===== config.mk =====
export PLATFORM = sky130hd
export DESIGN_NAME = gmm_dma_csr_arbiter
export DESIGN_NICKNAME = d
export VERILOG_FILES = /design/src/rtl/gmm_dma_csr_arbiter.sv
export SDC_FILE = /design/constraint.sdc
export NUM_CORES = 2
export LEC_CHECK = 0
export ABC_AREA = 1
export CAP_MARGIN = 20
export CORE_MARGIN = 5
export CORE_UTILIZATION = 50
export DETAILED_ROUTE_END_ITERATION = 8
export PLACE_DENSITY = 0.81
export SYNTH_ARGS = -nofsm -noshare
export SYNTH_HDL_FRONTEND = slang
export SYNTH_SLANG_ARGS = --single-unit

===== constraint.sdc =====
create_clock -name clk -period 22.1 [get_ports clk]
set_input_delay 4.42 -clock clk [delete_from_list [all_inputs] [get_ports clk]]
set_output_delay 4.42 -clock clk [all_outputs]
set_load 0.02 [all_outputs]

===== src/rtl/gmm_dma_csr_arbiter.sv =====
// Shares one descriptor-RAM master and one prefetcher-CSR master between the two
// mSGDMA descriptor generators, with per-client FIFOs and round-robin selection.

module gmm_dma_csr_fifo #(
  parameter int W     = 8,
  parameter int DEPTH = 4
) (
  input  logic         clk,
  input  logic         rst,
  input  logic         push,
  input  logic         pop,
  input  logic [W-1:0] din,
  output logic [W-1:0] dout,
  output logic         empty,
  output logic         drop
);
  localparam int AW = $clog2(DEPTH);

  logic [W-1:0] mem [DEPTH];
  logic [AW:0]  wr_ptr, rd_ptr;
  logic         full, do_push;

  assign empty   = (wr_ptr == rd_ptr);
  assign full    = (wr_ptr[AW] != rd_ptr[AW]) && (wr_ptr[AW-1:0] == rd_ptr[AW-1:0]);
  // A pop in the same cycle frees the slot, so a push into a full FIFO still lands.
  assign do_push = push && (!full || pop);
  assign drop    = push && full && !pop;
  assign dout    = mem[rd_ptr[AW-1:0]];

  always_ff @(posedge clk or negedge rst) begin
    if (!rst) begin
      wr_ptr <= '0;
      rd_ptr <= '0;
    end else begin
      if (do_push) wr_ptr <= wr_ptr + 1'b1;
      if (pop)     rd_ptr <= rd_ptr + 1'b1;
    end
  end

  always_ff @(posedge clk) begin
    if (do_push) mem[wr_ptr[AW-1:0]] <= din;
  end
endmodule

module gmm_dma_csr_arbiter #(
  parameter int FIFO_DEPTH = 4
) (
  input  logic                  clk,
  input  logic                  rst,
  input  logic [1:0]            c_ram_write,
  input  logic [1:0][5:0]       c_ram_addr,
  input  logic [1:0][255:0]     c_ram_writedata,
  input  logic [1:0]            c_pref_write,
  input  logic [1:0][2:0]       c_pref_addr,
  input  logic [1:0][31:0]      c_pref_writedata,
  output logic                  m_ram_write,
  output logic [6:0]            m_ram_address,
  output logic [255:0]          m_ram_writedata,
  input  logic                  m_ram_waitrequest,
  output logic                  m_pref_write,
  output logic [3:0]            m_pref_address,
  output logic [31:0]           m_pref_writedata,
  input  logic                  m_pref_waitrequest,
  output logic [1:0]            ovf,
  output logic [1:0]            started
);
  localparam int NUM_LANES = 2;
  localparam int RW = 6 + 256;
  localparam int PW = 3 + 32;

  logic [NUM_LANES-1:0]         ram_empty, ram_drop, ram_gnt, ram_busy;
  logic [NUM_LANES-1:0]         pref_empty, pref_drop, pref_gnt, pref_elig;
  logic [NUM_LANES-1:0][RW-1:0] ram_dout;
  logic [NUM_LANES-1:0][PW-1:0] pref_dout;
  logic                         rr_ram, rr_pref, ram_ld, pref_ld;

  function automatic logic [1:0] rr_pick(input logic [1:0] elig, input logic rr);
    if (&elig) return rr ? 2'b10 : 2'b01;
    return elig;
  endfunction

  for (genvar c = 0; c < NUM_LANES; c++) begin : g_lane
    gmm_dma_csr_fifo #(.W(RW), .DEPTH(FIFO_DEPTH)) u_ram (
      .clk(clk), .rst(rst), .push(c_ram_write[c]), .pop(ram_gnt[c]),
      .din({c_ram_addr[c], c_ram_writedata[c]}), .dout(ram_dout[c]),
      .empty(ram_empty[c]), .drop(ram_drop[c])
    );
    gmm_dma_csr_fifo #(.W(PW), .DEPTH(FIFO_DEPTH)) u_pref (
      .clk(clk), .rst(rst), .push(c_pref_write[c]), .pop(pref_gnt[c]),
      .din({c_pref_addr[c], c_pref_writedata[c]}), .dout(pref_dout[c]),
      .empty(pref_empty[c]), .drop(pref_drop[c])
    );
    // CSR writes wait until this client has nothing queued or in flight on the RAM port.
    assign ram_busy[c]  = m_ram_write && (m_ram_address[6] == 1'(c));
    assign pref_elig[c] = !pref_empty[c] && ram_empty[c] && !ram_busy[c];
  end

  assign ram_ld   = !m_ram_write  || !m_ram_waitrequest;
  assign pref_ld  = !m_pref_write || !m_pref_waitrequest;
  assign ram_gnt  = ram_ld  ? rr_pick(~ram_empty, rr_ram)  : 2'b00;
  assign pref_gnt = pref_ld ? rr_pick(pref_elig, rr_pref)  : 2'b00;

  always_ff @(posedge clk or negedge rst) begin
    if (!rst) begin
      m_ram_write     <= 1'b0;
      m_ram_address   <= '0;
      m_ram_writedata <= '0;
      rr_ram          <= 1'b0;
    end else if (ram_ld) begin
      m_ram_write <= |ram_gnt;
      if (ram_gnt[1]) begin
        m_ram_address   <= {1'b1, ram_dout[1][RW-1:256]};
        m_ram_writedata <= ram_dout[1][255:0];
      end else if (ram_gnt[0]) begin
        m_ram_address   <= {1'b0, ram_dout[0][RW-1:256]};
        m_ram_writedata <= ram_dout[0][255:0];
      end
      if (&ram_empty == 1'b0 && ram_empty == 2'b00) rr_ram <= ~rr_ram;
    end
  end

  always_ff @(posedge clk or negedge rst) begin
    if (!rst) begin
      m_pref_write     <= 1'b0;
      m_pref_address   <= '0;
      m_pref_writedata <= '0;
      rr_pref          <= 1'b0;
    end else if (pref_ld) begin
      m_pref_write <= |pref_gnt;
      if (pref_gnt[1]) begin
        m_pref_address   <= {1'b1, pref_dout[1][PW-1:32]};
        m_pref_writedata <= pref_dout[1][31:0];
      end else if (pref_gnt[0]) begin
        m_pref_address   <= {1'b0, pref_dout[0][PW-1:32]};
        m_pref_writedata <= pref_dout[0][31:0];
      end
      if (&pref_elig) rr_pref <= ~rr_pref;
    end
  end

  always_ff @(posedge clk or negedge rst) begin
    if (!rst) begin
      ovf     <= '0;
      started <= '0;
    end else begin
      ovf <= ovf | ram_drop | pref_drop;
      if (m_pref_write && !m_pref_waitrequest && m_pref_address[2:0] == 3'd0 &&
          m_pref_writedata[0])
        started[m_pref_address[3]] <= 1'b1;
    end
  end
endmodule


-- Yosys cells after proc, flatten, opt, wreduce, memory -nomap -nowiden
Memories as Yosys holds them, arrays and structs flattened.
Index checks and enable logic that the tools add are counted.
Widths: inputs -> output; s select.
- word-level logic and storage cells: 142
- input bits: 602
- memories kept: 4
- output and inout bits: 305
- RAM bits: 2376
- register bits after elaboration: 331
- equal/unequal tests: 12
- $add $sub $neg: 8
- multiplexer cells: 28
- bitwise logic cells: 8
- reductions and logical operators: 62
- order comparisons: 2
- memories (name ; depth ; width ; rd ports ; clocked after Yosys merged registers in ; wr ports ; RTL line ; source):
    g_lane[0].u_ram.mem ; 4 ; 262 ; 1 ; 0 ; 1 ; 19 ; logic [W-1:0] mem [DEPTH];
    g_lane[1].u_ram.mem ; 4 ; 262 ; 1 ; 0 ; 1 ; 19 ;
    g_lane[0].u_pref.mem ; 4 ; 35 ; 1 ; 0 ; 1 ; 19 ;
    g_lane[1].u_pref.mem ; 4 ; 35 ; 1 ; 0 ; 1 ; 19 ;
- operator list (kind ; number):
    $mux 256 ; 2
    $mux 32 ; 2
    $logic_and 1x1->1 ; 27
    $add 3x1->3 const B ; 8
    $logic_not 1->1 ; 16
    $mux 2 ; 8
    $mux 7 ; 2
    $eq 3x3->1 ; 4
    $reduce_and 2->1 ; 6
    $mux 1 ; 11
    $eq 2x2->1 ; 4
    $mux 4 ; 2
    $logic_or 1x1->1 ; 6
    $or 2x2->2 ; 3
    $ne 1x1->1 ; 4
    $not 1->1 ; 4
    $reduce_bool 2->1 ; 2
    $reduce_or 2->1 ; 2
    $logic_not 3->1 ; 1
    $reduce_and 3->1 ; 1
    $logic_not 2->1 ; 1
    $lt 1x2->1 const B ; 1
    $not 2->2 ; 1
    $demux 1 s1 ; 1
    $ge 1x1->1 const B ; 1

-- Longest topological paths before layout
- depth after elaboration: 12
- mapped depth: 13
- mapped depth without buffers: 12

-- Hierarchy
From an unflattened synthesis, not the netlist that was laid out.
- cells, all modules: 7670
- area, all modules: 102968.8 um^2
- modules (own cells, without submodules) (module ; area an instance (um^2) ; seq. area each (um^2) ; times used ; cells an instance):
    gmm_dma_csr_fifo (g_lane[0].u_ram ...) ; 38897.3 ; 31620.3 ; 2 ; 2590
    gmm_dma_csr_arbiter ; 14054.7 ; 7682.4 ; 1 ; 1700
    gmm_dma_csr_fifo (g_lane[1].u_pref) ; 5569.1 ; 4354.2 ; 1 ; 395
    gmm_dma_csr_fifo (g_lane[0].u_pref) ; 5550.3 ; 4354.2 ; 1 ; 395

-- Worst setup path before layout
OpenSTA, ideal clock, no wires.
- path kind: input port to flip-flop
- start point: input port m_ram_waitrequest
- end point: memory g_lane[1].u_ram.mem[0][0] in the netlist's numbering, enable pin
- cell stages on the path: 6
- setup slack: 5.241 ns
- path buffers: 1
- required time: 21.209 ns
- library setup time: 0.891 ns
- arrival: 15.968 ns
- path through: nand2_1 -> nand3_2 -> buf_2 -> nand2_1 -> nand2_1 -> nor2_1
- word-level cells in the longest chain between the ends: 7
- ends and longest elaborated chain (item ; RTL line ; source):
    from (decl) ; 59 ; input logic m_ram_waitrequest,
    $logic_not 1->1 ; 98 ; assign ram_ld = !m_ram_write || !m_ram_waitrequest;
    $logic_or 1x1->1 ; 98 ;
    $mux 2 ; 100 ; assign ram_gnt = ram_ld ? rr_pick(~ram_empty, rr_ram) : 2'b00;
    $logic_or 1x1->1 ; 26 ; assign do_push = push && (!full || pop);
    $logic_and 1x1->1 ; 26 ;
    $mux 1 ; 41 ; if (do_push) mem[wr_ptr[AW-1:0]] <= din;
    $mux 1 (implied by the code) ; 41 ;
    to (decl) ; 19 ;
Every way passes these cells.

-- Worst setup path after layout
- start point: input port m_ram_waitrequest
- end point: memory g_lane[1].u_ram.mem[0][239] in the netlist's numbering, enable pin
Same word-level chain as after synthesis.

==> qor.csv <==
stage;metric;value;unit
clock_network;post_cts_resized;0;
detailed_routing;avgRoutedWirePerCell;26.98;microns
clock_network;cts_tree;done;
placement;io_buffers;906;
detailed_routing;firstDrtPassIters;6;
placement;place_ws;11.96;ns
outcome;outcome;finished, final reports clean;
critical_path;crit_path_end_kind;flip-flop;
min_path;worstHoldStart;ovf[0];
final_layout;num-nets-final;9079;
critical_path;r2r_start;g_lane[0].u_ram.rd_ptr[1];
clock_network;root_buffer;clkbuf_16;
clock_network;clock-sinks;2707;
timing;hold_viol;0;
floorplan;dieArea;0.2143;sq mm
final_layout;nFillCells;14560;
critical_path;cp-startpoint;m_ram_waitrequest;
final_layout;area_growth;20.13;%
yosys;postSynthAreaPerCell;13.35;sq um
timing;fin_ws;12.87;ns
clock_network;clk_pin_slew;0.06;ns
detailed_routing;ant_nets;0;
global_routing;grt.overflow.total;0;
critical_path;crit_fanout;64;
critical_path;r2r_slack;15.26;ns
yosys;syn-num-nets;8306;
yosys;yosysWarnings;0;
yosys;syn_area;0.1026;sq mm
timing;fin_tns_setup;0;ns
floorplan;die_y;463.0;microns
global_routing;grt_util_all_layers;27.73;%
timing;fmax;108.4;MHz
clock_network;cts_buffers;289;
timing;finClkSkew;0.1127;ns
floorplan;coreArea;0.2044;sq mm
timing;setup_violations;0;
floorplan;fp-row-count;166;
timing;relSlewSlack;23.77;%
final_layout;drive_gt1_share;6.358;%
timing;min_period;9.229;ns
floorplan;initial_core_util;50.19;%
global_routing;grt_pass1_vias;68590;
critical_path;worst_setup_path_start_kind;primary input;
clock_network;post_cts_buffers;0;
detailed_routing;vias;70420;
critical_path;arrival;9.76;ns
job;maxCapViolCount;0;
timing;rsz0062_at_grt;no;
power_and_ir_drop;p_per_area;150.3;mW/mm^2
timing;hold_slack;0.4779;ns
yosys;seq_area_frac_synth;77.63;%
placement;gp_congestion;0.8881;
floorplan;die_w;463.0;microns
floorplan;io-pin-count;907;
yosys;ys_types;30;
power_and_ir_drop;p_leak;0.04140;uW
critical_path;r2r_cells;12;
timing;maxSlewViolCount;0;
timing;finalCritPeriodShare;41.76;%
detailed_routing;drt-total-wl;309900;microns
timing;tightest_slew;1.143;ns
global_routing;grt_pass1_wl;446300;microns
global_routing;grt_start_max_net_pins;229;
clock_network;htreeDepth;5;
placement;dp_hpwl;188400;microns
critical_path;crit_type;in2reg;
clock_network;insertion_delay;0.97;ns
detailed_routing;drt_iter0_drc;9572;
min_path;hp-class;reg2reg;
yosys;synthesis.instances;7684;
final_layout;stdcell_area;0.1232;sq mm
clock_network;cts_hold_buf;0;
detailed_routing;vias_per_cell;6.131;
global_routing;antenna_found_initial;142;
min_path;hold_path_depth;2;
clock_network;cts_buffer_depth;4;
placement;placedInstanceArea;0.1139;sq mm
yosys;yosys_register_bits;2707;
power_and_ir_drop;ir_worst_vdd;0.1222;mV
detailed_routing;drc;0;
power_and_ir_drop;finalPower;18520;uW
critical_path;crit_required;22.63;ns
[Yosys cell counts]
master	n	share of area (%)
nand2_2	6	0.037
nor3_1	1	0.0049
xnor2_1	6	0.051
and3_1	1	0.0061
inv_2	3	0.011
clkbuf_1	429	1.6
nor3_2	1	0.0098
buf_6	3	0.033
nand4_1	3	0.018
a31oi_1	2	0.012
o22ai_1	594	3.6
xor2_1	13	0.11
nand2_1	465	1.7
dfrtp_1	331	8.1
nand3_2	3	0.029
ha_1	20	0.24
buf_1	8	0.029
o21bai_1	2	0.015
edfxtp_1	2376	70
a21oi_2	1	0.0085
nand3_1	85	0.41
nor2_2	1	0.0061
inv_1	41	0.15
a21oi_1	265	1.3
nand4_4	1	0.021
nor2_1	1477	5.4
nor2_4	1	0.011
buf_4	9	0.066
buf_2	80	0.39
o21ai_0	1456	7.1
[layer usage]
layer  share of wire [%]  track usage (%)  up-vias
met3                  11            6.770      921
met5               0.066                0        -
met2                  47            43.12     4973
met4                 7.1            18.28       34
met1                  35            34.91    34540
li1                    -                -    29950
[state kept, by name (all words and copies together), names as in the netlist, 4 cells and up]
register,count
g_lane.u_pref.wr_ptr,6
m_ram_address,7
g_lane.u_ram.mem,2096
m_pref_address,4
g_lane.u_pref.rd_ptr,6
m_ram_writedata,256
g_lane.u_ram.wr_ptr,6
g_lane.u_ram.rd_ptr,6
g_lane.u_pref.mem,280
m_pref_writedata,32
[layout by cell type (no fill, tap or decap), types with 13 or more instances in the layout]
master	Yosys	final
a21oi_1	265	265
edfxtp_1	2376	2376
o21ai_0	1456	1456
xor2_1	13	13
nand3_1	85	85
inv_1	41	37
o22ai_1	594	594
dfrtp_1	331	325
nand2_1	465	465
nor2_1	1477	1461
clkbuf_16	0	295
buf_4	9	99
bufinv_16	0	15
clkbuf_1	429	71
clkdlybuf4s50_1	0	905
diode_2	0	132
clkinv_1	0	27
clkinv_2	0	45
ha_1	20	20
clkbuf_8	0	26
[cells by family after synthesis]
group                    share of synthesized area [%]
flip-flops                                       77.63
XOR/XNOR                                        0.1622
buffers and inverters                            2.249
AND/OR/NAND/NOR                                  7.663
AO/OA/AOI/OAI                                    12.05
adder cells (fa/ha/maj)                         0.2439
[report_power, final]
| part | internal [uW] | switching, uW |
|---|---|---|
| clock | 2710 | 1930 |
| combinational | 1830 | 4530 |
| sequential | 6960 | 560 |
| total | 11500 | 7020 |
[path summary, 6_finish.rpt]
| check | to |
|---|---|
| worst max register to register | g_lane[1].u_ram.mem[0][239] |
| worst min register to register | ovf[0] |
| min in group asynchronous | m_pref_writedata[7] |
| max in group asynchronous | m_ram_writedata[46] |
| worst min-delay path | ovf[0] |
| worst max-delay path | g_lane[1].u_ram.mem[0][239] |
[cell type report]
cell class	instances	area, sq um	area share, %
Multi-Input combinational cell	4404	20760	16.84
Timing Repair Buffer	1011	9945	8.070
Antenna cell	132	330.3	0.2680
Clock inverter	108	979.7	0.7950
Inverter	44	202.7	0.1645
Clock buffer	392	8006	6.497
Tap cell	2688	3363	2.729
Sequential cell	2707	79650	64.63
[worst max-delay path, stage by stage]
cell             delay [ns]
clkdlybuf4s50_1        0.56
nand2_1                0.29
nand3_4                0.67
nand2_1                0.36
nand2_1                0.35
nor2_4                 0.92
buf_4                  0.65
buf_4                  0.62
buf_4                  0.71
[per-stage QoR]
step / utilization (%) / instances
floorplan: - / 7684
global placement: 55.73 / 10850
detailed placement: 55.73 / 10850
CTS: 60.12 / 11350
global route: 60.25 / 11450
finish: 60.30 / 11490
No activity file was read; power rests on OpenSTA's default activity.
